`src/rtl/apb_init_bridge_if.sv`:
```
// Request/response and APB bus bundle for apb_init_bridge.
// master = the bridge itself, slave = the requester plus the APB responder side.
interface apb_init_bridge_if #(
  parameter int ADDR_W = 32,
  parameter int DATA_W = 32
);
  logic                  req_valid;
  logic                  req_ready;
  logic [ADDR_W-1:0]     req_addr;
  logic                  req_write;
  logic [DATA_W-1:0]     req_wdata;
  logic [DATA_W/8-1:0]   req_wstrb;
  logic [2:0]            req_prot;
  logic                  rsp_valid;
  logic                  rsp_ready;
  logic [DATA_W-1:0]     rsp_rdata;
  logic                  rsp_err;
  logic                  rsp_timeout;
  logic [ADDR_W-1:0]     out_paddr;
  logic                  out_psel;
  logic                  out_penable;
  logic [2:0]            out_pprot;
  logic                  out_pwrite;
  logic [DATA_W-1:0]     out_pwdata;
  logic [DATA_W/8-1:0]   out_pstrb;
  logic                  out_pready;
  logic [DATA_W-1:0]     out_prdata;
  logic                  out_pslverr;

  modport master (
    input  req_valid, req_addr, req_write, req_wdata, req_wstrb, req_prot,
    input  rsp_ready, out_pready, out_prdata, out_pslverr,
    output req_ready, rsp_valid, rsp_rdata, rsp_err, rsp_timeout,
    output out_paddr, out_psel, out_penable, out_pprot, out_pwrite, out_pwdata, out_pstrb
  );

  modport slave (
    output req_valid, req_addr, req_write, req_wdata, req_wstrb, req_prot,
    output rsp_ready, out_pready, out_prdata, out_pslverr,
    input  req_ready, rsp_valid, rsp_rdata, rsp_err, rsp_timeout,
    input  out_paddr, out_psel, out_penable, out_pprot, out_pwrite, out_pwdata, out_pstrb
  );
endinterface

```
`src/rtl/apb_init_bridge.sv`:
```
// Single-outstanding APB4 initiator: valid/ready request in, APB SETUP/ACCESS out,
// with a pready timeout so a hung responder cannot stall the requester.
//   state  | meaning
//   IDLE   | req_ready=1, waiting for a request
//   SETUP  | psel=1, penable=0 for one cycle
//   ACCESS | psel=1, penable=1, waiting for pready or timeout
//   RESP   | rsp_valid=1 until rsp_ready
module apb_init_bridge #(
  parameter int ADDR_W  = 32,
  parameter int DATA_W  = 32,
  parameter int TIMEOUT = 255
) (
  input  logic                i_clk,
  input  logic                i_rst_n,
  apb_init_bridge_if.master   io_bus
);
  localparam logic [1:0] S_IDLE   = 2'd0;
  localparam logic [1:0] S_SETUP  = 2'd1;
  localparam logic [1:0] S_ACCESS = 2'd2;
  localparam logic [1:0] S_RESP   = 2'd3;

  localparam int CNT_W = (TIMEOUT > 1) ? $clog2(TIMEOUT) : 1;
  localparam logic [CNT_W-1:0] CNT_LAST = CNT_W'((TIMEOUT > 0) ? TIMEOUT - 1 : 0);

  logic [1:0]          r_state;
  logic [CNT_W-1:0]    r_cnt;
  logic [ADDR_W-1:0]   r_addr;
  logic                r_write;
  logic [DATA_W-1:0]   r_wdata;
  logic [DATA_W/8-1:0] r_strb;
  logic [2:0]          r_prot;
  logic [DATA_W-1:0]   r_rdata;
  logic                r_err;
  logic                r_tmo;
  logic                w_expired;

  assign w_expired = (TIMEOUT != 0) && (r_cnt == CNT_LAST);

  always_ff @(posedge i_clk or negedge i_rst_n) begin
    if (!i_rst_n) begin
      r_state <= S_IDLE;
      r_cnt   <= '0;
      r_addr  <= '0;
      r_write <= 1'b0;
      r_wdata <= '0;
      r_strb  <= '0;
      r_prot  <= '0;
      r_rdata <= '0;
      r_err   <= 1'b0;
      r_tmo   <= 1'b0;
    end else begin
      case (r_state)
        S_IDLE: begin
          if (io_bus.req_valid) begin
            r_addr  <= io_bus.req_addr;
            r_write <= io_bus.req_write;
            r_wdata <= io_bus.req_wdata;
            r_strb  <= io_bus.req_write ? io_bus.req_wstrb : '0;
            r_prot  <= io_bus.req_prot;
            r_state <= S_SETUP;
          end
        end
        S_SETUP: begin
          r_cnt   <= '0;
          r_state <= S_ACCESS;
        end
        S_ACCESS: begin
          // pready wins over an expiring counter in the same cycle
          if (io_bus.out_pready) begin
            r_rdata <= r_write ? '0 : io_bus.out_prdata;
            r_err   <= io_bus.out_pslverr;
            r_tmo   <= 1'b0;
            r_state <= S_RESP;
          end else if (w_expired) begin
            r_rdata <= '0;
            r_err   <= 1'b1;
            r_tmo   <= 1'b1;
            r_state <= S_RESP;
          end else if (TIMEOUT != 0) begin
            r_cnt <= r_cnt + 1'b1;
          end
        end
        default: begin
          if (io_bus.rsp_ready) r_state <= S_IDLE;
        end
      endcase
    end
  end

  // Decoded straight from the state register so reset drops them without a clock.
  assign io_bus.req_ready   = (r_state == S_IDLE);
  assign io_bus.out_psel    = (r_state == S_SETUP) || (r_state == S_ACCESS);
  assign io_bus.out_penable = (r_state == S_ACCESS);
  assign io_bus.rsp_valid   = (r_state == S_RESP);

  assign io_bus.rsp_rdata   = r_rdata;
  assign io_bus.rsp_err     = r_err;
  assign io_bus.rsp_timeout = r_tmo;
  assign io_bus.out_paddr   = r_addr;
  assign io_bus.out_pwrite  = r_write;
  assign io_bus.out_pwdata  = r_wdata;
  assign io_bus.out_pstrb   = r_strb;
  assign io_bus.out_pprot   = r_prot;
endmodule

```
`src/flat_wrapper.sv`:
```
// flat-port wrapper written by rule: the top's interface ports become plain ports
module apb_init_bridge_flat 
#(
  parameter int ADDR_W  = 32,
  parameter int DATA_W  = 32,
  parameter int TIMEOUT = 255
)
  (i_clk, i_rst_n, io_bus_req_valid, io_bus_req_addr, io_bus_req_write, io_bus_req_wdata, io_bus_req_wstrb, io_bus_req_prot, io_bus_rsp_ready, io_bus_out_pready, io_bus_out_prdata, io_bus_out_pslverr, io_bus_req_ready, io_bus_rsp_valid, io_bus_rsp_rdata, io_bus_rsp_err, io_bus_rsp_timeout, io_bus_out_paddr, io_bus_out_psel, io_bus_out_penable, io_bus_out_pprot, io_bus_out_pwrite, io_bus_out_pwdata, io_bus_out_pstrb);
  apb_init_bridge_if #(.ADDR_W(ADDR_W), .DATA_W(DATA_W)) io_bus_i ();
  input  logic i_clk;
  input  logic i_rst_n;
  input wire logic [$bits(io_bus_i.req_valid)-1:0] io_bus_req_valid;
  input wire logic [$bits(io_bus_i.req_addr)-1:0] io_bus_req_addr;
  input wire logic [$bits(io_bus_i.req_write)-1:0] io_bus_req_write;
  input wire logic [$bits(io_bus_i.req_wdata)-1:0] io_bus_req_wdata;
  input wire logic [$bits(io_bus_i.req_wstrb)-1:0] io_bus_req_wstrb;
  input wire logic [$bits(io_bus_i.req_prot)-1:0] io_bus_req_prot;
  input wire logic [$bits(io_bus_i.rsp_ready)-1:0] io_bus_rsp_ready;
  input wire logic [$bits(io_bus_i.out_pready)-1:0] io_bus_out_pready;
  input wire logic [$bits(io_bus_i.out_prdata)-1:0] io_bus_out_prdata;
  input wire logic [$bits(io_bus_i.out_pslverr)-1:0] io_bus_out_pslverr;
  output wire logic [$bits(io_bus_i.req_ready)-1:0] io_bus_req_ready;
  output wire logic [$bits(io_bus_i.rsp_valid)-1:0] io_bus_rsp_valid;
  output wire logic [$bits(io_bus_i.rsp_rdata)-1:0] io_bus_rsp_rdata;
  output wire logic [$bits(io_bus_i.rsp_err)-1:0] io_bus_rsp_err;
  output wire logic [$bits(io_bus_i.rsp_timeout)-1:0] io_bus_rsp_timeout;
  output wire logic [$bits(io_bus_i.out_paddr)-1:0] io_bus_out_paddr;
  output wire logic [$bits(io_bus_i.out_psel)-1:0] io_bus_out_psel;
  output wire logic [$bits(io_bus_i.out_penable)-1:0] io_bus_out_penable;
  output wire logic [$bits(io_bus_i.out_pprot)-1:0] io_bus_out_pprot;
  output wire logic [$bits(io_bus_i.out_pwrite)-1:0] io_bus_out_pwrite;
  output wire logic [$bits(io_bus_i.out_pwdata)-1:0] io_bus_out_pwdata;
  output wire logic [$bits(io_bus_i.out_pstrb)-1:0] io_bus_out_pstrb;
  assign io_bus_i.req_valid = io_bus_req_valid;
  assign io_bus_i.req_addr = io_bus_req_addr;
  assign io_bus_i.req_write = io_bus_req_write;
  assign io_bus_i.req_wdata = io_bus_req_wdata;
  assign io_bus_i.req_wstrb = io_bus_req_wstrb;
  assign io_bus_i.req_prot = io_bus_req_prot;
  assign io_bus_i.rsp_ready = io_bus_rsp_ready;
  assign io_bus_i.out_pready = io_bus_out_pready;
  assign io_bus_i.out_prdata = io_bus_out_prdata;
  assign io_bus_i.out_pslverr = io_bus_out_pslverr;
  assign io_bus_req_ready = io_bus_i.req_ready;
  assign io_bus_rsp_valid = io_bus_i.rsp_valid;
  assign io_bus_rsp_rdata = io_bus_i.rsp_rdata;
  assign io_bus_rsp_err = io_bus_i.rsp_err;
  assign io_bus_rsp_timeout = io_bus_i.rsp_timeout;
  assign io_bus_out_paddr = io_bus_i.out_paddr;
  assign io_bus_out_psel = io_bus_i.out_psel;
  assign io_bus_out_penable = io_bus_i.out_penable;
  assign io_bus_out_pprot = io_bus_i.out_pprot;
  assign io_bus_out_pwrite = io_bus_i.out_pwrite;
  assign io_bus_out_pwdata = io_bus_i.out_pwdata;
  assign io_bus_out_pstrb = io_bus_i.out_pstrb;
  apb_init_bridge #(.ADDR_W(ADDR_W), .DATA_W(DATA_W), .TIMEOUT(TIMEOUT)) u_core (.i_clk(i_clk), .i_rst_n(i_rst_n), .io_bus(io_bus_i));
endmodule
```
`config.mk`:
```
export PLATFORM = sky130hd
export DESIGN_NAME = apb_init_bridge_flat
export DESIGN_NICKNAME = d
export VERILOG_FILES = /design/src/rtl/apb_init_bridge_if.sv /design/src/rtl/apb_init_bridge.sv /design/src/flat_wrapper.sv
export SDC_FILE = /design/constraint.sdc
export NUM_CORES = 1
export LEC_CHECK = 0
export CAP_MARGIN = 40
export CORE_AREA = 5 5 80 156
export CTS_CLUSTER_DIAMETER = 50
export DETAILED_ROUTE_END_ITERATION = 6
export DIE_AREA = 0 0 85 161
export PLACE_DENSITY_LB_ADDON = 0.08
export SLEW_MARGIN = 20
export SYNTH_ARGS = -nofsm -noshare
export SYNTH_HDL_FRONTEND = slang
export SYNTH_SLANG_ARGS = --single-unit
```
`constraint.sdc`:
```
create_clock -name i_clk -period 3.3 [get_ports i_clk]
set_clock_uncertainty 0.05 [all_clocks]
set_input_delay 0.66 -clock i_clk [delete_from_list [all_inputs] [get_ports i_clk]]
set_output_delay 0.66 -clock i_clk [all_outputs]
set_load 0.01 [all_outputs]
```
==> impl_results.md <==
- Final #Nets: 720
- HP Class: in -> async
- Diode count: 0
- Register-to-Register Path Depth: 6
- Post_cts resized: 0
- Die area: 13,700 µm²
- Final TNS setup: 0 ns
- Area Overhead vs Synth: 60.2%
- Vias in the first global route: 3,881
- Ports: 220
- Worst Setup Path Type: reg -> out
- Post-route cell area: 7860 µm²
- Wire length per cell: 17.1 µm
- Seq pwr share: 0.318
- Clock root buffer: clkbuf_16
- Warnings from Yosys: 0
- Die Height: 161 µm
- Max-slew violations: 0
- Peak Freq: 0.349 GHz
- Library cells used by synthesis: 37
- Worst-Margin Slew: 0.701 ns
- P_int: 5.28 mW
- R2r endpoint: u_core.r_cnt[4]
- Quantity of hold-fixing buffers added after cts: 0
- Core ar.: 11,100 µm²
- Layout cells sized above 1: 0.185
- CP max stage delay: 0.64 ns
- Routed wire length: 12,900 µm
- Overall power: 7.55 mW
- Worst-path fanout max: 16
- R2R setup slack: 1.22 ns
- DP Area: 7230 µm²
- Clock tree sinks: 116
- Starting Density: 0.440
- Critical-path top delay cell: clkdlybuf4s50_1
- Crit path buffers/inverters: 2
- Via count: 3,767
- Final setup fails: 0
- GRT overflow: 0
- Relative slew slack: 0.527
- Tot GR Track Use: 0.191
- Switching share of total power: 0.301
- FP Rows: 55
- Metal3 WL: 1190 µm
- Setup crit start kind: flop
- Critical path required time: 2.59 ns
- Drt pass-1 iters: 4
- Met1 WL: 5230 µm
- Syn avg cell area: 12.8 µm²
- Syn nets: 499
- Period utilisation layout: 0.868
- Clk_lat worst skew: 0.39 ns
- Worst vdd ir: 769 µV
- Status: complete, no violations
- Global-route wire length before repair: 20,600 µm
- LEAKAGE: 3.32 nW
- Vias/cell: 4.98
- Post-route ant nets: 0
- Critical Path, Cell by Cell: inv_1 > ha_1 > clkdlybuf4s50_1
- Register area share after synthesis: 0.592
- Top sig layer: met4
- NetSw: 2.27 mW
- Power per cell area: 960 nW/µm²
- Num CTS Buffers: 17
- Synth Register Bits: 116
- Cell count after synthesis: 382
- Final min period: 2.87 ns
- Initial antenna violation count: 0
- Final hold viol count: 0
- TritonCTS clock tree: built
- PortBufs: 219
- Worst EP arrival: 2.16 ns
- Mapped Area: 4910 µm²
- Crit end category: output port
- WL met2: 6280 µm
- Comb power frac: 0.424
- Reg2reg start: u_core.r_state[0]
- Largest net degree at the start of global routing: 53
- RSZ-0062 raised after global routing: no
- Final GP Congestion: 0.799
- Clk pwr share: 0.258
- Hpwl dp: 9060 µm
- Worst hold slack: 0.250 ns
- Post-CTS Setup Inserts: 0
- Max clock buf depth: 2
- Remaining routing DRC violations: 0
- Critical path's top delay family: buffers and inverters
- Reg clk slew, reported paths: 0.05 ns
- Width of the chip: 85 µm
- Starting DRT DRC Count: 143
- Max-Cap Viols: 0
- CTS HTree Levels: 4
## cells by family (layout without fill, tap and decap cells)
kind of cell / count (synthesis) / in the layout / synth area share
flip-flops: 116 / 116 / 0.592
multiplexers: 69 / 69 / 0.159
AND/OR/NAND/NOR: 67 / 67 / 0.101
buffers and inverters: 64 / 297 / 0.0566
AO/OA/AOI/OAI: 59 / 59 / 0.0742
adder cells (fa/ha/maj): 7 / 7 / 0.0178
## per-stage QoR
stage / setup WS, ns / utilization / cells
CTS: 0.438 / 0.705 / 757
global placement: 0.904 / 0.648 / 726
finish: 0.434 / 0.705 / 757
floorplan: 1.48 / - / 382
global route: 0.284 / 0.705 / 757
detailed placement: 0.881 / 0.648 / 726
## synthesized netlist by cell type
library cell | n | area [µm²]
dfrtp_1 | 116 | 2900
mux2_2 | 68 | 766
inv_1 | 40 | 150
o21ai_0 | 38 | 190
nand4b_1 | 33 | 289
nand2_1 | 15 | 56.3
clkbuf_1 | 11 | 41.3
buf_2 | 9 | 45.0
ha_1 | 7 | 87.6
a21oi_1 | 4 | 20.0
buf_6 | 3 | 33.8
nand3_1 | 3 | 15.0
o211ai_1 | 3 | 22.5
o41ai_1 | 3 | 26.3
a31oi_1 | 2 | 12.5
nand2b_1 | 2 | 12.5
nand4_1 | 2 | 12.5
nor2_1 | 2 | 7.51
o21a_1 | 2 | 15.0
or4_1 | 2 | 15.0
a21oi_2 | 1 | 8.76
a221oi_1 | 1 | 8.76
a41o_1 | 1 | 10.0
a41oi_4 | 1 | 27.5
and3_2 | 1 | 7.51
and3b_1 | 1 | 8.76
and4_4 | 1 | 11.3
buf_4 | 1 | 7.51
mux2_4 | 1 | 15.0
nand4b_4 | 1 | 23.8
nor2_4 | 1 | 11.3
nor4bb_1 | 1 | 10.0
o21ai_1 | 1 | 5.00
o221ai_1 | 1 | 8.76
o22a_1 | 1 | 8.76
or2b_1 | 1 | 7.51
or3_1 | 1 | 6.26
## power groups by stage
| stage | Sequential [mW] | Combinational (mW) | Clock [mW] |
|---|---|---|---|
| floorplan | 2.70 | 1.20 | 0 |
| global placement | 2.39 | 3.21 | 0 |
| detailed placement | 2.42 | 3.23 | 0 |
| CTS | 2.40 | 3.25 | 1.99 |
| global route | 2.49 | 3.45 | 2.06 |
| finish | 2.40 | 3.20 | 1.95 |
## per-layer routing
layer,vias to the layer above,global-route usage
met5,-,0
met4,0,0.0634
met3,16,0.0832
met2,156,0.292
met1,1812,0.243
li1,1783,-
## cell usage in the layout (no fill, tap or decap), types with 2 or more instances in the layout
master | netlist | layout
bufinv_16 | 0 | 4
a31oi_1 | 2 | 2
o211ai_1 | 3 | 3
nor2_1 | 2 | 2
inv_1 | 40 | 40
buf_4 | 1 | 6
nand4b_1 | 33 | 33
a21oi_1 | 4 | 4
dfrtp_1 | 116 | 116
nand4_1 | 2 | 2
buf_12 | 0 | 2
o21a_1 | 2 | 2
nand2_1 | 15 | 14
or4_1 | 2 | 2
clkinv_2 | 0 | 4
clkbuf_16 | 0 | 17
o21ai_0 | 38 | 38
clkdlybuf4s50_1 | 0 | 218
o41ai_1 | 3 | 3
mux2_2 | 68 | 68
nand2b_1 | 2 | 2
ha_1 | 7 | 7
clkbuf_8 | 0 | 4
nand3_1 | 3 | 3
## worst max-delay path by stage
stage / startpoint / to / slack, ns / depth (start not counted)
floorplan: u_core.r_state[0] / u_core.r_state[1] / 1.48 / 5
global placement: u_core.r_state[0] / io_bus_out_psel / 0.90 / 3
detailed placement: u_core.r_state[0] / io_bus_out_psel / 0.88 / 3
CTS: u_core.r_state[0] / io_bus_out_psel / 0.44 / 3
global route: u_core.r_state[0] / io_bus_out_psel / 0.28 / 3
finish: u_core.r_state[0] / io_bus_out_psel / 0.43 / 3
## cell type report
type,count,area (µm²)
fillers,820,3290
flip-flops and latches,116,2900
repair buffers,226,2270
multi-input cells,202,1730
clock buffers,22,484
well taps,142,178
inverters,40,150
clock inverters,9,149
## flip-flops by register name, summed over array words and instances (netlist names), 2 cells and up
signal,count
u_core.r_cnt,8
u_core.r_state,2
u_core.io_bus.out_paddr,32
u_core.io_bus.out_pprot,3
u_core.io_bus.out_pstrb,4
u_core.io_bus.out_pwdata,32
u_core.io_bus.rsp_rdata,32
(Power assumes the default switching activity.)
